### src/rtl/fpnew_pkg_versacore.sv
// Shared versacore FP package: rounding modes, the normalization-stage result
// bundle and exponent-format helpers.
package fpnew_pkg_versacore;

    // IEEE-754 rounding modes as encoded in the frm CSR.
    typedef enum logic [2:0] {
        RNE = 3'b000,
        RTZ = 3'b001,
        RDN = 3'b010,
        RUP = 3'b011,
        RMM = 3'b100,
        DYN = 3'b111
    } roundmode_e;

    // Width of the packed {exp, mantissa} field carried in norm_result_t.
    // Sized for the binary32 datapath; narrower formats are zero-extended.
    localparam int unsigned NormAbsWidth = 31;

    // Everything the rounder needs from the normalization stage except the tag.
    typedef struct packed {
        logic [NormAbsWidth-1:0] abs;
        logic [1:0]              rs;
        logic                    sign;
        logic                    eff_sub;
        roundmode_e              rnd_mode;
        logic                    of;
        logic                    uf;
    } norm_result_t;

    // Exponent bias of an IEEE format with the given exponent field width.
    function automatic int unsigned exp_bias(input int unsigned exp_width);
        return (32'd1 << (exp_width - 32'd1)) - 32'd1;
    endfunction

endpackage

### src/rtl/fpnew_norm_stage_if.sv
// Handshake and data bundle between the adder/FMA core, the normalization
// stage and the rounder. The stage connects through the slave modport; the
// master modport is the view of whatever drives and consumes it.
interface fpnew_norm_stage_if #(
    parameter int unsigned ExpWidth = 8,
    parameter int unsigned ManWidth = 23,
    parameter int unsigned SumWidth = 27,
    parameter int unsigned TagWidth = 4
);
    import fpnew_pkg_versacore::*;

    logic                         in_valid_i;
    logic                         in_ready_o;
    logic [SumWidth-1:0]          sum_i;
    logic [ExpWidth+1:0]          exp_i;
    logic                         sign_i;
    logic                         eff_sub_i;
    roundmode_e                   rnd_mode_i;
    logic [TagWidth-1:0]          tag_i;
    logic                         out_valid_o;
    logic                         out_ready_i;
    logic [ExpWidth+ManWidth-1:0] abs_value_o;
    logic [1:0]                   round_sticky_o;
    logic                         sign_o;
    logic                         eff_sub_o;
    roundmode_e                   rnd_mode_o;
    logic [TagWidth-1:0]          tag_o;
    logic                         of_o;
    logic                         uf_o;

    modport slave (
        input  in_valid_i, sum_i, exp_i, sign_i, eff_sub_i, rnd_mode_i, tag_i,
        output in_ready_o,
        output out_valid_o, abs_value_o, round_sticky_o, sign_o, eff_sub_o,
        output rnd_mode_o, tag_o, of_o, uf_o,
        input  out_ready_i
    );

    modport master (
        output in_valid_i, sum_i, exp_i, sign_i, eff_sub_i, rnd_mode_i, tag_i,
        input  in_ready_o,
        input  out_valid_o, abs_value_o, round_sticky_o, sign_o, eff_sub_o,
        input  rnd_mode_o, tag_o, of_o, uf_o,
        output out_ready_i
    );

endinterface

### src/rtl/fpnew_norm_lzc.sv
// Combinational leading-zero counter. cnt_o is the number of zeros above the
// most significant set bit; empty_o flags an all-zero input (cnt_o is 0 then).
module fpnew_norm_lzc #(
    parameter int unsigned Width    = 27,
    parameter int unsigned CntWidth = (Width > 1) ? $clog2(Width) : 1
) (
    input  logic [Width-1:0]    in_i,
    output logic [CntWidth-1:0] cnt_o,
    output logic                empty_o
);

    // Scan upward so the highest set bit is the last one to update the count.
    always_comb begin
        cnt_o   = '0;
        empty_o = 1'b1;
        for (int i = 0; i < int'(Width); i++) begin
            if (in_i[i]) begin
                cnt_o   = CntWidth'(int'(Width) - 1 - i);
                empty_o = 1'b0;
            end else begin
            end
        end
    end

endmodule

### src/rtl/fpnew_norm_stage.sv
// Normalization stage ahead of the FP rounder: left-justifies the raw
// magnitude, adjusts the exponent, extracts mantissa/round/sticky and flags
// overflow/underflow, behind a single valid/ready output register.
// Build option: FPNEW_NORM_SUBNORM_EN selects gradual underflow (subnormal
// results); without it, results below the normal range flush to zero.
module fpnew_norm_stage
    import fpnew_pkg_versacore::*;
#(
    parameter int unsigned ExpWidth = 8,
    parameter int unsigned ManWidth = 23,
    parameter int unsigned SumWidth = 27,
    parameter int unsigned TagWidth = 4
) (
    input  logic                clk_i,
    input  logic                rst_ni,
    input  logic                flush_i,
    fpnew_norm_stage_if.slave   bus
);

    localparam int unsigned EW       = ExpWidth + 2;
    localparam int unsigned CntWidth = (SumWidth > 1) ? $clog2(SumWidth) : 1;
    localparam int unsigned RoundIdx = SumWidth - ManWidth - 2;
    // Bits strictly below the round position feed sticky.
    localparam logic [SumWidth-1:0] StickyMask =
        (SumWidth'(1) << RoundIdx) - SumWidth'(1);
    // All-ones biased exponent: anything at or above it is infinity range.
    localparam logic signed [EW-1:0] MaxExp = EW'(2 * exp_bias(ExpWidth) + 1);
    localparam logic signed [EW-1:0] ExpOne = EW'(1);

    logic [CntWidth-1:0]        lzc_s;
    logic                       zero_s;
    logic signed [EW-1:0]       lzc_ext_s;
    logic signed [EW-1:0]       exp_in_s;
    logic signed [EW-1:0]       norm_exp_s;
    logic [SumWidth-1:0]        shifted_s;
    logic                       lost_s;
    logic [ManWidth-1:0]        mant_s;
    logic                       round_s;
    logic                       sticky_s;
    logic                       in_xfer_s;
    norm_result_t               res_s;
`ifdef FPNEW_NORM_SUBNORM_EN
    logic [CntWidth-1:0]        shamt_s;
    logic signed [EW-1:0]       exp_m1_s;
    logic signed [EW-1:0]       rsh_amt_s;
    logic [2*SumWidth-1:0]      ext_s;
`endif

    logic                       valid_r;
    norm_result_t               rslt_r;
    logic [TagWidth-1:0]        tag_r;

    fpnew_norm_lzc #(
        .Width    (SumWidth),
        .CntWidth (CntWidth)
    ) u_lzc (
        .in_i    (bus.sum_i),
        .cnt_o   (lzc_s),
        .empty_o (zero_s)
    );

    assign lzc_ext_s = EW'(lzc_s);
    assign exp_in_s  = bus.exp_i;
    assign in_xfer_s = bus.in_valid_i & bus.in_ready_o;

    // Normalize the magnitude and classify the result into zero/overflow/
    // normal/below-normal before it is captured in the output register.
    always_comb begin
        norm_exp_s = exp_in_s - lzc_ext_s;
        shifted_s  = '0;
        lost_s     = 1'b0;
        res_s      = '0;
`ifdef FPNEW_NORM_SUBNORM_EN
        shamt_s    = lzc_s;
        exp_m1_s   = exp_in_s - ExpOne;
        rsh_amt_s  = '0;
        ext_s      = '0;
        if (exp_in_s < ExpOne) begin
            // Already below the normal range: denormalize to the minimum
            // exponent and keep everything shifted out for the sticky bit.
            if ((ExpOne - exp_in_s) > EW'(SumWidth)) begin
                rsh_amt_s = EW'(SumWidth);
            end else begin
                rsh_amt_s = ExpOne - exp_in_s;
            end
            ext_s      = {bus.sum_i, SumWidth'(0)} >> rsh_amt_s;
            shifted_s  = ext_s[2*SumWidth-1:SumWidth];
            lost_s     = |ext_s[SumWidth-1:0];
            norm_exp_s = '0;
        end else begin
            // Never normalize past exponent 1; what is left is subnormal.
            if (exp_m1_s < lzc_ext_s) begin
                shamt_s = exp_m1_s[CntWidth-1:0];
            end else begin
                shamt_s = lzc_s;
            end
            shifted_s  = bus.sum_i << shamt_s;
            norm_exp_s = exp_in_s - EW'(shamt_s);
        end
`else
        shifted_s = bus.sum_i << lzc_s;
`endif
        mant_s   = shifted_s[SumWidth-2 -: ManWidth];
        round_s  = shifted_s[RoundIdx];
        sticky_s = (|(shifted_s & StickyMask)) | lost_s;

        res_s.sign     = bus.sign_i;
        res_s.eff_sub  = bus.eff_sub_i;
        res_s.rnd_mode = bus.rnd_mode_i;

        if (zero_s) begin
            res_s.abs = '0;
            res_s.rs  = 2'b00;
        end else if (norm_exp_s >= MaxExp) begin
            res_s.abs = NormAbsWidth'({{ExpWidth{1'b1}}, {ManWidth{1'b0}}});
            res_s.rs  = 2'b00;
            res_s.of  = 1'b1;
`ifdef FPNEW_NORM_SUBNORM_EN
        end else if (shifted_s[SumWidth-1]) begin
            res_s.abs = NormAbsWidth'({norm_exp_s[ExpWidth-1:0], mant_s});
            res_s.rs  = {round_s, sticky_s};
        end else begin
            res_s.abs = NormAbsWidth'({{ExpWidth{1'b0}}, mant_s});
            res_s.rs  = {round_s, sticky_s};
            res_s.uf  = round_s | sticky_s;
        end
`else
        end else if (norm_exp_s >= ExpOne) begin
            res_s.abs = NormAbsWidth'({norm_exp_s[ExpWidth-1:0], mant_s});
            res_s.rs  = {round_s, sticky_s};
        end else begin
            res_s.abs = '0;
            res_s.rs  = 2'b00;
            res_s.uf  = 1'b1;
        end
`endif
    end

    // Output register: flush beats a load, a load beats a drain, a stalled
    // result holds until the rounder takes it.
    always_ff @(posedge clk_i or negedge rst_ni) begin
        if (!rst_ni) begin
            valid_r <= 1'b0;
            rslt_r  <= '0;
            tag_r   <= '0;
        end else if (flush_i) begin
            valid_r <= 1'b0;
            rslt_r  <= '0;
            tag_r   <= '0;
        end else if (in_xfer_s) begin
            valid_r <= 1'b1;
            rslt_r  <= res_s;
            tag_r   <= bus.tag_i;
        end else if (bus.out_ready_i) begin
            valid_r <= 1'b0;
        end else begin
            valid_r <= valid_r;
        end
    end

    assign bus.in_ready_o     = ~valid_r | bus.out_ready_i;
    assign bus.out_valid_o    = valid_r;
    assign bus.abs_value_o    = (ExpWidth + ManWidth)'(rslt_r.abs);
    assign bus.round_sticky_o = rslt_r.rs;
    assign bus.sign_o         = rslt_r.sign;
    assign bus.eff_sub_o      = rslt_r.eff_sub;
    assign bus.rnd_mode_o     = rslt_r.rnd_mode;
    assign bus.tag_o          = tag_r;
    assign bus.of_o           = rslt_r.of;
    assign bus.uf_o           = rslt_r.uf;

endmodule
### src/flat_wrapper.sv
// flat-port wrapper written by rule: the top's interface ports become plain ports
module fpnew_norm_stage_flat import fpnew_pkg_versacore::*;
#(
    parameter int unsigned ExpWidth = 8,
    parameter int unsigned ManWidth = 23,
    parameter int unsigned SumWidth = 27,
    parameter int unsigned TagWidth = 4
)
  (clk_i, rst_ni, flush_i, bus_in_valid_i, bus_sum_i, bus_exp_i, bus_sign_i, bus_eff_sub_i, bus_rnd_mode_i, bus_tag_i, bus_in_ready_o, bus_out_valid_o, bus_abs_value_o, bus_round_sticky_o, bus_sign_o, bus_eff_sub_o, bus_rnd_mode_o, bus_tag_o, bus_of_o, bus_uf_o, bus_out_ready_i);
  fpnew_norm_stage_if #(.ExpWidth(ExpWidth), .ManWidth(ManWidth), .SumWidth(SumWidth), .TagWidth(TagWidth)) bus_i ();
  input  logic clk_i;
  input  logic rst_ni;
  input  logic flush_i;
  input wire logic [$bits(bus_i.in_valid_i)-1:0] bus_in_valid_i;
  input wire logic [$bits(bus_i.sum_i)-1:0] bus_sum_i;
  input wire logic [$bits(bus_i.exp_i)-1:0] bus_exp_i;
  input wire logic [$bits(bus_i.sign_i)-1:0] bus_sign_i;
  input wire logic [$bits(bus_i.eff_sub_i)-1:0] bus_eff_sub_i;
  input wire logic [$bits(bus_i.rnd_mode_i)-1:0] bus_rnd_mode_i;
  input wire logic [$bits(bus_i.tag_i)-1:0] bus_tag_i;
  output wire logic [$bits(bus_i.in_ready_o)-1:0] bus_in_ready_o;
  output wire logic [$bits(bus_i.out_valid_o)-1:0] bus_out_valid_o;
  output wire logic [$bits(bus_i.abs_value_o)-1:0] bus_abs_value_o;
  output wire logic [$bits(bus_i.round_sticky_o)-1:0] bus_round_sticky_o;
  output wire logic [$bits(bus_i.sign_o)-1:0] bus_sign_o;
  output wire logic [$bits(bus_i.eff_sub_o)-1:0] bus_eff_sub_o;
  output wire logic [$bits(bus_i.rnd_mode_o)-1:0] bus_rnd_mode_o;
  output wire logic [$bits(bus_i.tag_o)-1:0] bus_tag_o;
  output wire logic [$bits(bus_i.of_o)-1:0] bus_of_o;
  output wire logic [$bits(bus_i.uf_o)-1:0] bus_uf_o;
  input wire logic [$bits(bus_i.out_ready_i)-1:0] bus_out_ready_i;
  assign bus_i.in_valid_i = bus_in_valid_i;
  assign bus_i.sum_i = bus_sum_i;
  assign bus_i.exp_i = bus_exp_i;
  assign bus_i.sign_i = bus_sign_i;
  assign bus_i.eff_sub_i = bus_eff_sub_i;
  assign bus_i.rnd_mode_i = bus_rnd_mode_i;
  assign bus_i.tag_i = bus_tag_i;
  assign bus_in_ready_o = bus_i.in_ready_o;
  assign bus_out_valid_o = bus_i.out_valid_o;
  assign bus_abs_value_o = bus_i.abs_value_o;
  assign bus_round_sticky_o = bus_i.round_sticky_o;
  assign bus_sign_o = bus_i.sign_o;
  assign bus_eff_sub_o = bus_i.eff_sub_o;
  assign bus_rnd_mode_o = bus_i.rnd_mode_o;
  assign bus_tag_o = bus_i.tag_o;
  assign bus_of_o = bus_i.of_o;
  assign bus_uf_o = bus_i.uf_o;
  assign bus_i.out_ready_i = bus_out_ready_i;
  fpnew_norm_stage #(.ExpWidth(ExpWidth), .ManWidth(ManWidth), .SumWidth(SumWidth), .TagWidth(TagWidth)) u_core (.clk_i(clk_i), .rst_ni(rst_ni), .flush_i(flush_i), .bus(bus_i));
endmodule
### config.mk
export PLATFORM = sky130hd
export DESIGN_NAME = fpnew_norm_stage_flat
export DESIGN_NICKNAME = d
export VERILOG_FILES = /design/src/rtl/fpnew_pkg_versacore.sv /design/src/rtl/fpnew_norm_stage_if.sv /design/src/rtl/fpnew_norm_lzc.sv /design/src/rtl/fpnew_norm_stage.sv /design/src/flat_wrapper.sv
export SDC_FILE = /design/constraint.sdc
export NUM_CORES = 1
export LEC_CHECK = 0
export CORE_MARGIN = 5
export CORE_UTILIZATION = 49
export DETAILED_ROUTE_END_ITERATION = 10
export HOLD_SLACK_MARGIN = 0.12
export PLACE_DENSITY = 0.91
export SETUP_SLACK_MARGIN = 0.5
export SKIP_CTS_REPAIR_TIMING = 1
export SYNTH_ARGS = -nofsm -noshare
export SYNTH_HDL_FRONTEND = slang
export SYNTH_SLANG_ARGS = --single-unit
### constraint.sdc
create_clock -name clk_i -period 2 [get_ports clk_i]
set_input_delay 0.4 -clock clk_i [delete_from_list [all_inputs] [get_ports clk_i]]
set_output_delay 0.4 -clock clk_i [all_outputs]
set_load 0.005 [all_outputs]
==> metrics.md, run 1 <==
| Metric | Value |
|---|---|
| Pre-CTS setup slack | -2.392 ns |
| GRT overflow | 0 |
| Primary FF master, synth | dfrtp_1 |
| Syn Nets | approximately 440 |
| Clk Tree Root Cell | clkbuf_8 |
| Count leader, synth | mux2i_1 |
| Detailed Place HPWL | about 9.5 mm |
| CP cell instances | dlymetal6s2s_1 > or4_4 > nor2_4 > nand2_2 > nor2_4 > inv_2 > ha_4 > or4_4 > buf_6 > o41ai_4 > o2111ai_4 > a41oi_4 > nand2_4 > nor2_4 > nand2_1 > nor2_1 > a221o_1 |
| Leak | ~3.8 nW |
| Die area | just over 9000 sq um |
| Max Freq | 232.9 MHz |
| Crit path largest cell delay | ~0.54 ns |
| Site Rows | 31 |
| Vias per Instance | ~7 |
| CTS Sinks | 45 |
| Top post-synthesis cells by area | dfrtp_1 (32%), mux2i_1 (13%), nand2_1 (4.3%), a22o_1 (3.7%), a21oi_1 (3.2%) |
| RD Place Congestion | around 0.95 |
| Arr. time, crit path | between 4 and 5 ns |
| Final worst setup slack | -2.294 ns |
| Worst hold slack | between 0.15 and 0.2 ns |
| # setup viols final | 35 |
| Setup crit start kind | input port |
| Core ar. | about 7100 sq um |
| CTS buffer count | 5 |
| GRT Overall Usage | about 28% |
| # fillers | between 200 and 300 |
| First-pass GRT wire length | just over 20 mm |
| Clock transition at path regs | 0.12 ns |
| Routed wire length | between 15 and 20 mm |
| Largest area contributor in the netlist | dfrtp_1 |
| DR vias | roughly 4900 |
| I/O pin total | a little under 100 |
| Cell Pwr Density | about 500 nW/um^2 |
| Diode count | 0 |
| Avg Inst Size Synth | 9.226 sq um |
| Die Wd | 95.14 um |
| First-pass detailed-route iteration total | 6 |
| CP max stage cell | or4_4 |
| Final non-filler cell total | around 700 |
| Ys async rst share | 100.0% |
| Cells after synthesis | slightly below 400 |
| P&R area growth vs syn | 78.80% |
| CP endpoint kind | register |
| Total power | about 0.0032 W |
| DRT iter0 DRCs | 937 |
| CP dominant cell by count | nor2_4 |
| Clk Latency, worst-skew pair | roughly 0.33 ns |
| Final worst-path cycle share | 214.7% |
| Largest net degree at the start of global routing | 46 |
| Die Span Y | approximately 95 um |
| H-tree levels | 2 |
| Number of unique standard cell types used by synthesis | 74 |
| CTS tree | built |
| MaxCap Viol Count | 0 |
| Ys Warns | 0 |
| Placed Cells incl. Taps | around 670 |
| Post-route DRC violation count | 0 |
| Crit path max fanout | 4 |
| Status | complete, but fails checks |
| Crit Path Category | in -> reg |
| Vias in the first global route | ~4200 |
| Max IR drop VDD | slightly above 0.0004 V |
| Least-Margin Pin Slew | 0.7186 ns |
| Max Slew Vio Count | 0 |
| Seq cells post-synth | 45 |
| Antenna Nets Post-Route | 0 |
| Share of cells above drive strength 1 | 42.30% |
| Fin. Hold Viols | 0 |
| Clock period minus final worst setup slack | around 4.3 ns |
| Bufs on Longest Clock Path | 2 |
| Most frequent cells after synthesis | mux2i_1 (47), dfrtp_1 (45), nand2_1 (41) |
| Post-layout util | about nine tenths |
| Initial antenna violation count | 2 |
| Seq/Total Area, Yosys | between 30% and 40% |
| Failing checks | negative setup slack |
| Nets@finish | 673 |
| Critical Path RT | between 2 and 2.5 ns |
| Clk_skew | 0.01757 ns |
| Port Buffers | 96 |
| Number of synthesized flops with an enable pin | 0 |
| HP Class | in -> async |
| Routed len/inst | between 20 and 30 um |
| Share of the synthesized area in the top cell type | a little under a third |
| Slew Limit Headroom | roughly 51% |
| Starting Density | roughly 50% |
| RSZ-0062 raised after global routing | true |
| Post-Syn Area | between 3000 and 4000 sq um |
## path summary, 6_finish.rpt
path	start	to	slack, ns	cells after the start
min in group clk_i	u_core.bus.uf_o$_DFFE_PN0P_	u_core.bus.uf_o$_DFFE_PN0P_	0.50	1
max in group asynchronous	rst_ni	u_core.bus.abs_value_o[11]$_DFFE_PN0P_	1.41	2
worst min register to register	u_core.bus.uf_o$_DFFE_PN0P_	u_core.bus.uf_o$_DFFE_PN0P_	0.50	1
worst max-delay path	bus_sum_i[21]	u_core.bus.abs_value_o[18]$_DFFE_PN0P_	-2.29	17
worst min-delay path	rst_ni	u_core.bus.abs_value_o[22]$_DFFE_PN0P_	0.17	2
worst max register to register	u_core.bus.out_valid_o$_DFFE_PN0P_	u_core.bus.abs_value_o[18]$_DFFE_PN0P_	-0.87	10
## power breakdown
| group | internal [W] | total [W] | switching, W |
|---|---|---|---|
| clock | 0.000504 | 0.000912 | 0.000407 |
| sequential | 0.000952 | 0.000986 | 0.0000342 |
| combinational | 0.000604 | 0.00127 | 0.000665 |
| total | 0.00206 | 0.00317 | 0.00111 |
## metrics by stage
stage	TNS (ns)	area (sq um)
floorplan	-48.59	3705
global route	-63.95	6351
CTS	-65.87	5590
detailed placement	-74.99	5453
global placement	-67.10	5453
finish	-60.34	6351
## registers in the layout (all words and copies together), names as in the netlist
name                       flops
u_core.bus.sign_o              1
u_core.bus.uf_o                1
u_core.bus.of_o                1
u_core.bus.round_sticky_o      2
u_core.bus.out_valid_o         1
u_core.bus.abs_value_o        31
u_core.bus.tag_o               4
u_core.bus.eff_sub_o           1
u_core.bus.rnd_mode_o          3
## final cells by class
class	count	area [sq um]	area share [%]
inverter	16	71.32	1.123
tap	99	123.9	1.950
clock buffer	5	68.82	1.084
sequential	45	1126	17.73
multi-input combinational	304	2671	42.06
timing repair buffer	244	2221	34.97
clock inverter	3	68.82	1.084
## cell usage in the layout (no fill, tap or decap), types with 3 or more instances in the layout
master           Yosys  routed
o21ai_0             23      11
buf_6                3       9
a21oi_4              1       3
inv_1               13       9
dfrtp_1             45      45
ha_4                 0       4
clkdlybuf4s50_1      0      21
o21a_1               3       3
dlymetal6s2s_1       0      60
nand2b_4             0       3
nand3_1              3       3
a21o_1               4       4
a31oi_1              3       3
nand2_1             41      40
nand2_4              3       3
nor3_1              10       8
a221o_1              3       3
mux2_2               5       5
o211ai_1             3       3
a22o_1              15      15
a32o_1               3       3
clkbuf_2             0      11
nor2_1              26      20
o31ai_1              4       4
or4_4                1       7
clkbuf_8             0       5
a21oi_1             23      19
nor2_4               1       6
o21ai_2              0       9
o21ai_1              0       3
buf_4                3     139
inv_2                2       3
mux2i_1             47      47
nand2b_1             6       3
o221ai_2             6       5
## per-layer routing
layer / GRT usage (%) / wire length (um) / vias up
li1: - / - / 1927
met4: 12.14 / 1799 / 4
met3: 3.552 / 2540 / 207
met5: 0 / 22 / -
met2: 50.55 / 8445 / 527
met1: 33.47 / 6433 / 2247
## kinds of logic (layout without fill, tap and decap cells)
logic type	Yosys count	count (layout)	share of synthesized area, %
muxes	53	53	15.22
DFF	45	45	31.70
and+or+nand+nor	116	116	16.80
AOI/OAI and AO/OA	124	124	27.76
adders and majority gates	6	6	2.325
buffers and inverters	36	268	4.966
xor gates and xnor gates	5	5	1.233
## worst max-delay path, delay by kind of cell
kind,cells,cell delay (ns)
adders and majority gates,1,0.16
and+or+nand+nor,9,2.34
AOI/OAI and AO/OA,4,1.23
buffers and inverters,3,0.37
Power figures use the tool's default switching activity.
==> inputs of run 2 (changes only) <==
- CTS_BUF_LIST: default -> sky130_fd_sc_hd__clkbuf_4 sky130_fd_sc_hd__clkbuf_8 sky130_fd_sc_hd__clkbuf_16
==> results of run 2 <==
Same layout as run 1: the final DEF is identical, and so are final timing and power.
